`config.mk`:
```
export PLATFORM = sky130hd
export DESIGN_NAME = fib_stack
export DESIGN_NICKNAME = d
export VERILOG_FILES = /design/src/rtl/fib_stack.sv
export SDC_FILE = /design/constraint.sdc
export NUM_CORES = 1
export LEC_CHECK = 0
export CAP_MARGIN = 20
export CORE_AREA = 2 2 149 151
export CTS_CLUSTER_DIAMETER = 50
export DETAILED_ROUTE_END_ITERATION = 12
export DIE_AREA = 0 0 151 153
export GPL_ROUTABILITY_DRIVEN = 0
export PLACE_DENSITY_LB_ADDON = 0.3
export SLEW_MARGIN = 10
export SYNTH_ARGS = -nofsm -noshare
export SYNTH_HDL_FRONTEND = slang
export SYNTH_SLANG_ARGS = --single-unit
```
`constraint.sdc`:
```
create_clock -name clk -period 6.82 [get_ports clk]
set_clock_uncertainty 0.2 [all_clocks]
set_input_delay 1.023 -clock clk [delete_from_list [all_inputs] [get_ports clk]]
set_output_delay 1.023 -clock clk [all_outputs]
set_load 0.005 [all_outputs]
```
`src/rtl/fib_stack.sv`:
```
// fib_stack -- LIFO operand stack for the Fibonacci controller.
//
// Holds pending n operands and partial sums. The top of stack is held in a
// dedicated register so dout never reads the array combinationally.
//
// Ports:
//   clk    in   system clock, rising edge
//   rst    in   asynchronous active-low reset
//   push   in   push din this cycle
//   pop    in   discard top entry this cycle (push+pop = replace top)
//   din    in   [WIDTH-1:0] data to push
//   dout   out  [WIDTH-1:0] registered top of stack, 0 when empty
//   empty  out  no entries held
//   full   out  DEPTH entries held
//   count  out  [AW:0] number of valid entries
//   err    out  sticky overflow/underflow flag
//
// Optional feature macro: FIB_STACK_ERR_EN
//   defined     -> err is set on overflow/underflow and held until reset
//   not defined -> err tied to 0, illegal operations silently ignored
module fib_stack #(
  parameter int WIDTH = 16,
  parameter int DEPTH = 16,
  parameter int AW    = $clog2(DEPTH)
) (
  input  logic             clk,
  input  logic             rst,
  input  logic             push,
  input  logic             pop,
  input  logic [WIDTH-1:0] din,
  output logic [WIDTH-1:0] dout,
  output logic             empty,
  output logic             full,
  output logic [AW:0]      count,
  output logic             err
);

  localparam logic [AW:0] SP_ONE  = (AW+1)'(1);
  localparam logic [AW:0] SP_TWO  = (AW+1)'(2);
  localparam logic [AW:0] SP_FULL = (AW+1)'(DEPTH);

  logic [WIDTH-1:0] mem [DEPTH];
  logic [AW:0]      sp;
  logic [AW:0]      sp_next;
  logic [WIDTH-1:0] top_q;
  logic             empty_q;
  logic             full_q;

  logic             do_push;
  logic             do_pop;
  logic             do_repl;
  logic [AW-1:0]    wr_idx;
  logic [AW-1:0]    rd_idx;

  // push+pop on an empty stack degenerates to a plain push
  assign do_push = push && ((!pop && !full_q) || (pop && empty_q));
  assign do_pop  = pop && !push && !empty_q;
  assign do_repl = push && pop && !empty_q;

  // Low AW bits of sp index modulo DEPTH, so sp==DEPTH still yields the
  // right slot for replace (sp-1) and pop (sp-2).
  assign wr_idx = do_push ? sp[AW-1:0] : (sp[AW-1:0] - AW'(1));
  assign rd_idx = sp[AW-1:0] - AW'(2);

  always_comb begin
    sp_next = sp;
    if (do_push)
      sp_next = sp + SP_ONE;
    else if (do_pop)
      sp_next = sp - SP_ONE;
  end

  always_ff @(posedge clk or negedge rst) begin
    if (!rst) begin
      sp      <= '0;
      top_q   <= '0;
      empty_q <= 1'b1;
      full_q  <= 1'b0;
    end else begin
      sp      <= sp_next;
      empty_q <= (sp_next == '0);
      full_q  <= (sp_next == SP_FULL);
      if (do_push || do_repl)
        top_q <= din;
      else if (do_pop)
        top_q <= (sp >= SP_TWO) ? mem[rd_idx] : '0;
    end
  end

  // storage array is intentionally not reset
  always_ff @(posedge clk) begin
    if (do_push || do_repl)
      mem[wr_idx] <= din;
  end

  assign dout  = top_q;
  assign empty = empty_q;
  assign full  = full_q;
  assign count = sp;

`ifdef FIB_STACK_ERR_EN
  logic ovf;
  logic unf;
  logic err_q;

  assign ovf = push && !pop && full_q;
  assign unf = pop && empty_q;

  always_ff @(posedge clk or negedge rst) begin
    if (!rst)
      err_q <= 1'b0;
    else if (ovf || unf)
      err_q <= 1'b1;
  end

  assign err = err_q;

`ifndef SYNTHESIS
  always_ff @(posedge clk) begin
    if (rst && ovf)
      $display("fib_stack: overflow at %0t", $time);
    if (rst && unf)
      $display("fib_stack: underflow at %0t", $time);
  end
`endif
`else
  assign err = 1'b0;
`endif

endmodule

```
==> impl_metrics.json, run 1 <==
{
  "timing.final.max_slew_violations": 0,
  "cts_made_buffers": 29,
  "cts_buffer_depth": 3,
  "dr.pass1.iters": 7,
  "worstPathArrival_ps": 4010,
  "outcome": "complete, no violations",
  "post_synth_top_area_share": 0.663,
  "floorplan.die.height_microns": 153,
  "nNetsFinal": 708,
  "setup_total_negative_slack_ps": 0,
  "drive_gt1_frac": 0.206,
  "drt_iter0_drc": 598,
  "place_ws_ps": 2240,
  "floorplan.die.width_microns": 151,
  "synthDominantAreaCellType": "sky130_fd_sc_hd__edfxtp_1",
  "clock-root-buffer": "sky130_fd_sc_hd__clkbuf_16",
  "hpwl_mm": 15.9,
  "endpoint_kind": "register",
  "cellLeakagePower_nw": 4.28,
  "final_antenna_net_count": 0,
  "fillers": 1514,
  "vias": 6204,
  "final_hold_viol_count": 0,
  "synth-edff-count": 256,
  "critical_path_class": "primary input to register",
  "post_synth_inst_count": 642,
  "n_diodes": 0,
  "cts_hold_repair.buffers": 0,
  "route.detailed.wl_per_inst_microns": 26.6,
  "worstHoldPathType": "register to register",
  "grt_max_degree": 61,
  "portBuffers": 42,
  "rsz_0062_raised_after_global_routing": "false",
  "cts_setup_buffers": 0,
  "worst_ir_drop_vdd_mv": 0.265,
  "synth_area_per_cell_sq_um": 18.1,
  "power-per-cell-area_nw_per_um2": 435,
  "netlist_area_sq_um": 11600,
  "yosys.cell_types.count": 57,
  "async_reset_ff_frac": 0.0824,
  "maxCapViolCount": 0,
  "path_max_fanout": 31,
  "drc_errors": 0,
  "top_post_synthesis_cells_by_count": "sky130_fd_sc_hd__edfxtp_1 (256), sky130_fd_sc_hd__nand2_1 (67), sky130_fd_sc_hd__mux4_2 (64)",
  "cp_data_required_time_ps": 6780,
  "finalSetupViolCount": 0,
  "synth_top_cells_by_area": "sky130_fd_sc_hd__edfxtp_1 (66%), sky130_fd_sc_hd__mux4_2 (12%), sky130_fd_sc_hd__dfrtp_1 (4.7%), sky130_fd_sc_hd__nand2_1 (2.2%), sky130_fd_sc_hd__mux2i_1 (1.4%)",
  "cp-start-kind": "primary input",
  "synth_sequential_area_ratio": 0.713,
  "finalCritPeriodShare": 0.594,
  "total_core_area_sq_um": 21500,
  "antenna_found_initial": 0,
  "worst_slew_pin_slew_ps": 1040,
  "floorplan_die_area_sq_um": 23100,
  "fin_ws_ps": 2770,
  "synthFlopType": "sky130_fd_sc_hd__edfxtp_1",
  "grt_pass1_vias": 6141,
  "global_route_total_overflow": 0,
  "post_cts_resized": 0,
  "slew_headroom": 0.308,
  "clk_transition_reported_paths_ps": 60,
  "final_period_minus_worst_setup_slack_ps": 4050,
  "synth-warning-count": 0,
  "maxClockFrequency_ghz": 0.247,
  "synth_most_common_cell": "sky130_fd_sc_hd__edfxtp_1",
  "route.final.wire_length_mm": 26.2,
  "grtUsageTotal": 0.231,
  "synth.ff_latch_count": 279,
  "grt_pass1_wl_mm": 38.6,
  "initial_core_util": 0.539,
  "utilization": 0.614,
  "layout-area-overhead-vs-synth_pct": 13.9,
  "insertion_delay_ps": 540,
  "boundaryPins": 44,
  "tritoncts": "done",
  "fp-row-count": 54,
  "viasPerCell": 6.31,
  "postSynthNetCount": 668,
  "clock_tree.htree_level_count": 1,
  "clock_sink_count": 279
}
## cells by family after synthesis
logic type      synth area share
compound gates            0.0476
xor+xnor                 0.00443
fa+ha+maj                0.00648
buf+inv                   0.0205
flops                      0.713
mux                        0.139
other cells             0.000324
simple gates              0.0685
## layout by cell type, fill, tap and decap left out, types with 3 or more instances in the layout
cell and instances:
sky130_fd_sc_hd__and3_1 3, sky130_fd_sc_hd__buf_4 7, sky130_fd_sc_hd__bufinv_16 3, sky130_fd_sc_hd__clkbuf_1 7, sky130_fd_sc_hd__clkbuf_16 29, sky130_fd_sc_hd__clkdlybuf4s50_1 42, sky130_fd_sc_hd__clkinv_1 4, sky130_fd_sc_hd__dfrtp_1 20
sky130_fd_sc_hd__edfxtp_1 256, sky130_fd_sc_hd__ha_1 5, sky130_fd_sc_hd__inv_1 3, sky130_fd_sc_hd__inv_6 4, sky130_fd_sc_hd__mux2i_1 16, sky130_fd_sc_hd__mux4_2 64, sky130_fd_sc_hd__nand2_1 67, sky130_fd_sc_hd__nand2b_1 18
sky130_fd_sc_hd__nor2_1 3, sky130_fd_sc_hd__nor2_2 12, sky130_fd_sc_hd__nor2b_1 19, sky130_fd_sc_hd__nor2b_2 4, sky130_fd_sc_hd__nor3_1 8, sky130_fd_sc_hd__o211ai_1 17, sky130_fd_sc_hd__o21ai_0 20, sky130_fd_sc_hd__o221ai_1 16
sky130_fd_sc_hd__xnor2_1 4
## worst max-delay path: stages
cell and delay (ps):
sky130_fd_sc_hd__clkdlybuf4s50_1 460, sky130_fd_sc_hd__buf_4 280, sky130_fd_sc_hd__nand2b_4 220, sky130_fd_sc_hd__and2_1 630
sky130_fd_sc_hd__o21ai_0 550, sky130_fd_sc_hd__nor2_2 840
## layer usage
layer | share of wire | up-vias | global-route usage | wire length (microns)
met5 | 0 | - | 0 | 0
met4 | 0.034 | 0 | 0.0788 | 903
met1 | 0.42 | 3196 | 0.350 | 11000
li1 | - | 2643 | - | -
met2 | 0.47 | 316 | 0.353 | 12200
met3 | 0.080 | 49 | 0.0301 | 2100
## through the flow
stage	area [sq um]	hold WS [ps]	std cells	total power, mW
3_5_place_dp	12200	347	930	4.23
3_3_place_gp	12200	354	930	4.17
4_1_cts	13200	362	982	5.77
2_1_floorplan	11600	315	642	3.56
6_report	13200	372	983	5.75
5_1_grt	13200	397	983	5.98
## final timing paths
kind,from,endpoint,slack [ps],cells past startpoint
max reg2reg,count[0],mem[5][1],3100,5
min reg2reg,count[4],count[4],370,1
min in group asynchronous,rst,dout[6],580,1
min,count[4],count[4],370,1
max in group asynchronous,rst,empty,5310,2
max,pop,mem[6][2],2770,6
## sequential cells by signal, indices dropped and copies added, names as in the netlist
name	cells
dout	16
empty	1
count	5
mem	256
full	1
## layout make-up
class | count | area [sq um] | area share
multi-input cells | 318 | 3130 | 0.237
well taps | 280 | 350 | 0.0265
inverters | 4 | 15.0 | 0.00114
repair buffers | 50 | 488 | 0.0370
flip-flops and latches | 279 | 8270 | 0.627
clock inverters | 14 | 164 | 0.0124
clock buffers | 38 | 779 | 0.0591
## power by group
group	internal [mW]	leakage [nW]	switching (mW)
logic	0.837	1.24	1.07
clock network	0.922	0.457	0.630
registers	2.15	2.58	0.144
total	3.91	4.28	1.84
Power figures use the tool's default switching activity.
==> run 2: changes to the inputs <==
==> constraint.sdc (replaced) <==
create_clock -name clk -period 3.6 [get_ports clk]
set_clock_uncertainty 0.2 [all_clocks]
set_input_delay 0.54 -clock clk [delete_from_list [all_inputs] [get_ports clk]]
set_output_delay 0.54 -clock clk [all_outputs]
set_load 0.005 [all_outputs]
==> run 2 against run 1 <==
  * Largest cell class unchanged
  * Critical path type is now register to register
  * Sequential share of layout area shrank 1.2 points
  * Via count grew 4.2%
  * Count of clock-buffer cells in the layout is the same
  * Final cell count grew 3.5%
  * Core utilization grew 1.2 points
  * Critical path depth grew 1
  * Clock power grew 86%
==> impl_metrics.json, run 2 (synthesized netlist as in run 1, its figures left out) <==
{
  "slew_headroom": 0.505,
  "initial_core_util": 0.539,
  "cellLeakagePower_nw": 4.46,
  "largest-register": "mem",
  "timing.final.max_slew_violations": 0,
  "cts_buffer_depth": 3,
  "finalCritPeriodShare": 0.848,
  "dr_wl_met3_mm": 2.87,
  "insertion_delay_ps": 530,
  "hpwl_mm": 16.2,
  "wirelength_met1_mm": 10.7,
  "nNetsFinal": 741,
  "setup_total_negative_slack_ps": 0,
  "cts_made_buffers": 28,
  "instances_no_fill": 1017,
  "maxClockFrequency_ghz": 0.328,
  "mostFrequentLayoutCells": "sky130_fd_sc_hd__edfxtp_1 (256), sky130_fd_sc_hd__nand2_1 (67), sky130_fd_sc_hd__mux4_2 (64), sky130_fd_sc_hd__clkdlybuf4s50_1 (42), sky130_fd_sc_hd__buf_4 (40)",
  "maxCapViolCount": 0,
  "vias": 6463,
  "boundaryPins": 44,
  "dr.pass1.iters": 5,
  "drive_gt1_frac": 0.237,
  "drc_errors": 0,
  "global_route_total_overflow": 0,
  "power.total_mw": 10.9,
  "outcome": "complete, no violations",
  "layout-area-overhead-vs-synth_pct": 16.1,
  "portBuffers": 42,
  "clock_sink_count": 279,
  "fp-row-count": 54,
  "place.detailed.instances": 965,
  "cp_data_required_time_ps": 3630,
  "viasPerCell": 6.35,
  "final_antenna_net_count": 0,
  "floorplan.die.height_microns": 153,
  "clock-root-buffer": "sky130_fd_sc_hd__clkbuf_16",
  "cts_setup_buffers": 0,
  "fin_ws_ps": 547,
  "power-per-cell-area_nw_per_um2": 813,
  "path_max_fanout": 28,
  "worstHoldPathType": "primary input to asynchronous set/reset pin",
  "grt_pass1_wl_mm": 40.1,
  "largest_register_ffs": 256,
  "endpoint_kind": "register",
  "tritoncts": "done",
  "final_period_minus_worst_setup_slack_ps": 3050,
  "grt_max_degree": 53,
  "post_cts_resized": 0,
  "rsz_0062_raised_after_global_routing": "false",
  "total_core_area_sq_um": 21500,
  "cts_hold_repair.buffers": 0,
  "worstPathArrival_ps": 3080,
  "drt_iter0_drc": 825,
  "utilization": 0.626,
  "worst_ir_drop_vdd_mv": 0.514,
  "critical_path_class": "register to register",
  "antenna_found_initial": 0,
  "clock_tree.htree_level_count": 1,
  "dr_wl_met2_mm": 12.3,
  "grt_pass1_vias": 6472,
  "mostFrequentLayoutCell": "sky130_fd_sc_hd__edfxtp_1",
  "route.detailed.wl_per_inst_microns": 26.1,
  "maxUsedRoutingLayer": "met4",
  "n_diodes": 0,
  "floorplan.die.width_microns": 151,
  "cp-start-kind": "register",
  "finalSetupViolCount": 0,
  "final_hold_viol_count": 0,
  "grtUsageTotal": 0.236,
  "worst_slew_pin_slew_ps": 734,
  "floorplan_die_area_sq_um": 23100,
  "route.final.wire_length_mm": 26.6,
  "clk_transition_reported_paths_ps": 60,
  "place_ws_ps": 348
}
run 2: changes by cell type in the layout (fill, tap and decap cells not counted), moves of 2 or more:
cell and delta:
sky130_fd_sc_hd__buf_12 +2, sky130_fd_sc_hd__buf_4 +33, sky130_fd_sc_hd__clkinv_1 +5, sky130_fd_sc_hd__inv_6 -4
run 2: metrics by stage:
stage	hold WS [ps]	instance area [sq um]
after floorplan	44.4	11600
after global placement	383	12500
after detailed placement	392	12500
after CTS	184	13500
after global routing	205	13500
final	193	13500
run 2: worst max-delay path, stage by stage (launching register included):
cell	delay, ps
sky130_fd_sc_hd__dfrtp_4	690
sky130_fd_sc_hd__inv_1	110
sky130_fd_sc_hd__ha_1	310
sky130_fd_sc_hd__a31oi_1	180
sky130_fd_sc_hd__o2bb2ai_1	160
sky130_fd_sc_hd__a32oi_1	210
sky130_fd_sc_hd__nor2_2	580
sky130_fd_sc_hd__buf_4	300
run 2: path summary, 6_finish.rpt:
check,startpoint,to,slack [ps],cells after the start
setup / recovery,count[0],mem[5][3],550,7
hold / removal,rst,full,190,2
setup reg to reg,count[0],mem[5][3],550,7
hold reg to reg,count[4],count[4],390,1
max in group asynchronous,rst,empty,2700,2
min in group clk,count[4],count[4],390,1
run 2: power by group:
part / switching [mW] / internal (mW)
Clock: 1.14 / 1.74
Combinational: 2.01 / 1.72
Sequential: 0.273 / 4.06
run 2: cell type report:
| class | instances | area [sq um] |
|---|---|---|
| Inverter | 4 | 15.0 |
| Clock buffer | 38 | 790 |
| Fill cell | 1493 | 8030 |
| Sequential cell | 279 | 8270 |
| Timing Repair Buffer | 84 | 761 |
| Clock inverter | 14 | 134 |
| Multi-Input combinational cell | 318 | 3130 |
| Tap cell | 280 | 350 |
run 2: per-layer routing:
metal  vias to the layer above  track usage
met4                         0       0.0712
li1                       2718            -
met1                      3324        0.344
met5                         -            0
met3                        69       0.0618
met2                       352        0.358
